[src/rtl/pdp8ltty_fifo.sv]
// pdp8ltty_fifo: PDP-8/L teletype IOT decoder with keyboard (ARM->CPU) and printer (CPU->ARM) FIFOs.
module pdp8ltty_fifo #(
  parameter logic [5:0] KBDEV = 6'o03,
  parameter int FIFOLOG2 = 4
) (
  input  logic        CLOCK,
  input  logic        RESET,
  input  logic        BINIT,
  input  logic        armwrite,
  input  logic [1:0]  armraddr,
  input  logic [1:0]  armwaddr,
  input  logic [31:0] armwdata,
  output logic [31:0] armrdata,
  input  logic        iopstart,
  input  logic        iopstop,
  input  logic [11:0] ioopcode,
  input  logic [11:0] cputodev,
  output logic [11:0] devtocpu,
  output logic        AC_CLEAR,
  output logic        IO_SKIP,
  output logic        INT_RQST
);
  localparam int N = 2 ** FIFOLOG2;
  localparam int CW = FIFOLOG2 + 1;
  localparam logic [CW-1:0] DEPTH = CW'(N);
  localparam logic [5:0] TTDEV = KBDEV + 6'd1;
  logic [7:0] r_kbmem [N];
  logic [7:0] r_prmem [N];
  logic [FIFOLOG2-1:0] r_kbrp, r_kbwp, r_prrp, r_prwp;
  logic [CW-1:0] r_kbcnt, r_prcnt;
  logic r_enable, r_intenab, r_prflag, r_kbovf, r_provf, r_acclr, r_skip;
  logic [11:0] r_devtocpu;
  logic w_kbop, w_prop, w_kbempty, w_premp, w_kbflag, w_intrq;
  logic w_armkb, w_armpr, w_kbpop, w_kbpush, w_kbdrop, w_prpop, w_prpush, w_prdrop;
  logic [2:0] w_op;
  logic [7:0] w_kbhead, w_prhead;
  logic [CW-1:0] w_kbcnt_nx, w_prcnt_nx;
  logic w_unused;
  assign w_unused = &{1'b0, armwdata[28:8], cputodev[11:8]};
  assign w_op = ioopcode[2:0];
  assign w_kbop = iopstart & r_enable & (ioopcode[11:3] == {3'o6, KBDEV});
  assign w_prop = iopstart & r_enable & (ioopcode[11:3] == {3'o6, TTDEV});
  assign w_kbempty = r_kbcnt == '0;
  assign w_premp = r_prcnt == '0;
  assign w_kbflag = !w_kbempty;
  assign w_intrq = r_intenab & (w_kbflag | r_prflag);
  assign w_kbhead = w_kbempty ? 8'h00 : r_kbmem[r_kbrp];
  assign w_prhead = w_premp ? 8'h00 : r_prmem[r_prrp];
  assign w_armkb = armwrite & (armwaddr == 2'd1);
  assign w_armpr = armwrite & (armwaddr == 2'd2);
  // A pop in the same cycle frees a slot, so a push at full still lands
  assign w_kbpop = w_kbop & (w_op == 3'd2 || w_op == 3'd6) & !w_kbempty;
  assign w_kbpush = w_armkb & armwdata[31] & ((r_kbcnt != DEPTH) | w_kbpop);
  assign w_kbdrop = w_armkb & armwdata[31] & !w_kbpush;
  assign w_prpop = w_armpr & armwdata[31] & !w_premp;
  assign w_prpush = w_prop & (w_op == 3'd4 || w_op == 3'd6) & ((r_prcnt != DEPTH) | w_prpop);
  assign w_prdrop = w_prop & (w_op == 3'd4 || w_op == 3'd6) & !w_prpush;
  assign w_kbcnt_nx = r_kbcnt + CW'(w_kbpush) - CW'(w_kbpop);
  assign w_prcnt_nx = r_prcnt + CW'(w_prpush) - CW'(w_prpop);
  assign devtocpu = r_devtocpu;
  assign AC_CLEAR = r_acclr;
  assign IO_SKIP = r_skip;
  assign INT_RQST = w_intrq;
  always_comb
    armrdata = armraddr == 2'd0 ? 32'h54541006
             : armraddr == 2'd1 ? {w_kbflag, r_enable, r_kbovf, 6'b0, 7'(r_kbcnt), 8'b0, w_kbhead}
             : armraddr == 2'd2 ? {r_prflag, !w_premp, r_provf, 6'b0, 7'(r_prcnt), 8'b0, w_prhead}
             : {4'(FIFOLOG2), 22'b0, KBDEV};
  always_ff @(posedge CLOCK) begin
    if (w_kbpush) r_kbmem[r_kbwp] <= armwdata[7:0];
    if (w_prpush) r_prmem[r_prwp] <= cputodev[7:0];
  end
  always_ff @(posedge CLOCK) begin
    if (RESET | BINIT) begin
      if (RESET) r_enable <= 1'b0;
      r_kbrp <= '0;
      r_kbwp <= '0;
      r_prrp <= '0;
      r_prwp <= '0;
      r_kbcnt <= '0;
      r_prcnt <= '0;
      r_intenab <= 1'b0;
      r_prflag <= 1'b0;
      r_kbovf <= 1'b0;
      r_provf <= 1'b0;
      r_acclr <= 1'b0;
      r_skip <= 1'b0;
      r_devtocpu <= '0;
    end else begin
      if (w_armkb) r_enable <= armwdata[30];
      if (w_kbpush) r_kbwp <= r_kbwp + 1'b1;
      if (w_kbpop) r_kbrp <= r_kbrp + 1'b1;
      if (w_prpush) r_prwp <= r_prwp + 1'b1;
      if (w_prpop) r_prrp <= r_prrp + 1'b1;
      r_kbcnt <= w_kbcnt_nx;
      r_prcnt <= w_prcnt_nx;
      if (w_armkb & armwdata[29]) r_kbovf <= 1'b0;
      if (w_kbdrop) r_kbovf <= 1'b1;
      if (w_armpr & armwdata[29]) r_provf <= 1'b0;
      if (w_prdrop) r_provf <= 1'b1;
      if (w_prpop) r_prflag <= 1'b1;
      if (!r_enable | (iopstop & !iopstart)) begin
        r_acclr <= 1'b0;
        r_skip <= 1'b0;
        r_devtocpu <= '0;
      end
      if (w_kbop & (w_op == 3'd1)) r_skip <= w_kbflag;
      if (w_kbop & (w_op == 3'd2 || w_op == 3'd6)) r_acclr <= 1'b1;
      if (w_kbop & (w_op == 3'd4 || w_op == 3'd6)) r_devtocpu <= {4'b0, w_kbhead};
      if (w_kbop & (w_op == 3'd5)) r_intenab <= cputodev[0];
      if (w_prop & (w_op == 3'd1)) r_skip <= r_prflag;
      if (w_prop & (w_op == 3'd5)) r_skip <= w_intrq;
      if (w_prop & (w_op == 3'd6)) r_prflag <= w_prcnt_nx < DEPTH;
      // TCF comes last so it overrides a same-cycle ARM pop
      if (w_prop & (w_op == 3'd2)) r_prflag <= 1'b0;
    end
  end
endmodule

[config.mk]
export PLATFORM = sky130hd
export DESIGN_NAME = pdp8ltty_fifo
export DESIGN_NICKNAME = d
export VERILOG_FILES = /design/src/rtl/pdp8ltty_fifo.sv
export SDC_FILE = /design/constraint.sdc
export NUM_CORES = 1
export LEC_CHECK = 0
export BUFFER_PORTS_ARGS = -buffer_cell sky130_fd_sc_hd__buf_2
export CORE_ASPECT_RATIO = 0.75
export CORE_MARGIN = 1.5
export CORE_UTILIZATION = 59
export CTS_CLUSTER_SIZE = 12
export DETAILED_ROUTE_END_ITERATION = 8
export PLACE_DENSITY = 0.79
export SYNTH_ARGS = -nofsm -noshare
export SYNTH_HDL_FRONTEND = slang
export SYNTH_SLANG_ARGS = --single-unit
export TNS_END_PERCENT = 100
[constraint.sdc]
create_clock -name CLOCK -period 3.4 [get_ports CLOCK]
set_input_delay 0.68 -clock CLOCK [delete_from_list [all_inputs] [get_ports CLOCK]]
set_output_delay 0.68 -clock CLOCK [all_outputs]
set_load 0.01 [all_outputs]
==> metrics <==
status finished, final reports clean; number of synthesis warnings 0; layout cells sized above 1 24.9%; Synth Cell Area between 0.01 and 0.015 mm^2; initial antenna violation count 0; clock slew at reported path FFs approximately 0.06 ns; Syn Area/Cell 16.4 um^2; Compound-Gate Fraction of Synth Area approximately 5.1%; Leakage a little under 5 nW; Worst R2R Path Depth 14; Initial Utilization approximately three fifths; clock sinks 305; P per Cell Area ~500 mW/mm^2; RSZ-0062 raised after global routing true; mux cell area share after synthesis between 10% and 20%; Hold WC Path Type in2reg; cells after synthesis around 770; Worst Path Required ~2.7 ns; Main synth FF type edfxtp_1; # DRC 0; Pins Over Slew Limit 0; Final #Nets 990; vias after detailed routing approximately 7400; Post-synth EDFFs 257; Diodes inserted 0; Synth top area share between 60% and 70%; DP HPWL 19100 um; Setup crit start kind flip-flop; TritonCTS clock tree done; Layout Utilization about 69%; WP data arrival approximately 2.7 ns; Fin. Hold Viols 0; vias in the first global route around 7200; worst reg2reg setup slack 0.23 ns; Layout Skew roughly 0.011 ns; post-route cell area between 0.01 and 0.015 mm^2; final worst path period share 98.6%; first drt pass iteration count 6; # setup viols final 0; Max Clock Freq 298 MHz; Seq/Total Area, Yosys between 60% and 70%; Core Rows 46; Port-buffer cells a little over 70; worst vdd ir 0.000414 V; top cell type by total area after synthesis edfxtp_1; Longest Clk Path Bufs 3; routed vias/inst 6.13; Num CTS Buffers 29; cts hold-fix bufs 0; Worst Hold Depth 2; total detailed-routing wirelength 27800 um; Cell Area, Placed approximately 0.014 mm^2; kind of critical path reg2out; main combinational cell family by area after synthesis multiplexers; largest cells by area after synthesis edfxtp_1, mux4_2, dfxtp_1; xor and xnor area share after synthesis approximately 1.0%; Rel. slew slack approximately 47%; Iter 0 DRT Violations roughly 750; die area 0.0224 mm^2; Root Driver clkbuf_16; most common cell after layout, fill and taps aside edfxtp_1; global-route wire length before repair between 40000 and 50000 um; Netlist cell types 62; largest net degree at the start of global routing 35; total global routing overflow 0; WHS Endpoint r_prflag$_SDFFE_PP0P_; Worst-Margin Slew roughly 0.8 ns; num ports around 110; Hold Path Origin ioopcode[1]; die width 172 um; WL per Instance about 23 um; Area Overhead vs Synth 14.2%; post-route ant nets 0; core box area between 0.02 and 0.025 mm^2; reg-to-reg endpoint r_prflag$_SDFFE_PP0P_; CTS HTree Levels 1; R2R Path Start r_prcnt[3]$_SDFF_PP0_; ys async rst share 0%; Synth Area in Adders about 2.4%; critical-path maximum fanout 4; Clock Latency Late Sink between 0.5 and 0.6 ns; #FFs+latches synth approximately 310; min Tclk post-route between 3 and 4 ns; RePlAce Congestion between 0.9 and 1; Post-Synth Simple-Gate Area 6.89%; Critical Path End Type primary output; chip height roughly 130 um; Total GRT Usage 25.2%; commonest non-fill, non-tap cells in the layout edfxtp_1, buf_2, nor2_1, buf_4, mux4_2; TNS Setup 0 ns; Max Cap Violations 0
-- cells in the mapped netlist, types with 2 or more instances --
| library cell | n |
|---|---|
| buf_4 | 20 |
| mux2i_1 | 36 |
| ha_1 | 21 |
| nor2_1 | 66 |
| a22o_1 | 9 |
| dfxtp_1 | 48 |
| nand2b_1 | 8 |
| nand4_1 | 4 |
| a21o_1 | 5 |
| nor3b_1 | 2 |
| buf_1 | 5 |
| o2bb2ai_1 | 2 |
| nand3_1 | 20 |
| nor4b_1 | 2 |
| o22ai_1 | 2 |
| o21ai_0 | 13 |
| mux2_2 | 2 |
| and2_1 | 7 |
| nand3b_1 | 2 |
| nor3_1 | 13 |
| nand2_1 | 23 |
| edfxtp_1 | 257 |
| mux4_2 | 47 |
| fa_1 | 2 |
| xnor2_1 | 9 |
| and3_1 | 3 |
| a32o_1 | 3 |
| a2111oi_0 | 3 |
| a22oi_1 | 20 |
| o211ai_1 | 2 |
| nor2b_1 | 10 |
| or3_1 | 5 |
| a211oi_1 | 2 |
| nand4b_1 | 3 |
| xor2_1 | 6 |
| buf_2 | 9 |
| a21oi_1 | 16 |
| mux4_1 | 8 |
| inv_1 | 20 |
| a2111o_1 | 2 |
| clkbuf_1 | 14 |
-- where the power goes --
| part | leakage (nW) | total (mW) | switching, mW | internal [mW] |
|---|---|---|---|---|
| clock network | 0.382 | 2.83 | 1.26 | 1.57 |
| logic | 1.79 | 0.149 | 0.108 | 0.0409 |
| registers | 2.70 | 4.05 | 0.00240 | 4.05 |
-- logic make-up (layout without fill, tap and decap cells) --
logic type	Yosys count	in the layout
fa+ha+maj	23	23
other cells	1	16
xor+xnor	15	15
buf+inv	70	195
compound gates	90	90
flops	305	305
simple gates	175	175
mux	93	93
-- state kept, by name, summed over array words and instances, names as in the netlist, 4 cells and up, named ones only --
signal / count
r_kbrp: 4
devtocpu: 8
r_prwp: 4
r_kbcnt: 5
r_prmem: 128
r_kbwp: 4
r_prcnt: 5
r_kbmem: 128
r_prrp: 4
-- metrics by stage --
| step | cells | total power, mW | hold slack [ns] | setup WS, ns |
|---|---|---|---|---|
| 2_1_floorplan | 787 | 4.20 | 0.455 | 0.393 |
| 3_3_place_gp | 1157 | 4.27 | 0.437 | 0.240 |
| 3_5_place_dp | 1157 | 4.28 | 0.452 | 0.0817 |
| 4_1_cts | 1199 | 7.05 | 0.404 | 0.00215 |
| 5_1_grt | 1200 | 7.21 | 0.425 | -0.0114 |
| 6_report | 1200 | 7.03 | 0.423 | 0.0473 |
-- metal layers --
metal	track usage, %	up-vias	wire, um
met3	4.64	62	2420
met1	37.1	3644	11900
li1	-	3230	-
met4	7.21	0	670
met2	39.2	419	12800
met5	0	-	0
-- what timing repair did --
| action | CTS | global route |
|---|---|---|
| resized for setup | 8 | 5 |
| setup endpoints to repair | 5 | 3 |
| buffers inserted | 0 | 1 |
-- worst max-delay path, stage by stage (launching register included) --
cell     delay (ns)
dfxtp_4        0.40
buf_4          0.15
mux4_1         0.62
mux4_2         0.51
a32o_1         0.31
buf_2          0.15
-- worst max path at each step --
stage / to / slack [ns]
after floorplan: r_kbcnt[4]$_SDFF_PP0_ / 0.39
final: armrdata[6] / 0.05
after CTS: armrdata[0] / 0.002
after global placement: r_kbcnt[4]$_SDFF_PP0_ / 0.24
after detailed placement: r_prflag$_SDFFE_PP0P_ / 0.08
after global routing: armrdata[0] / -0.01
-- final cells by class --
type                       instances  area (um^2)
sequential                       305         8690
fill                            1313         6610
multi-input combinational        412         3690
timing repair buffer             133          858
clock buffer                      41          781
tap                              288          360
inverter                          20         75.1
clock inverter                     1         8.76
No activity file was read; power rests on OpenSTA's default activity.
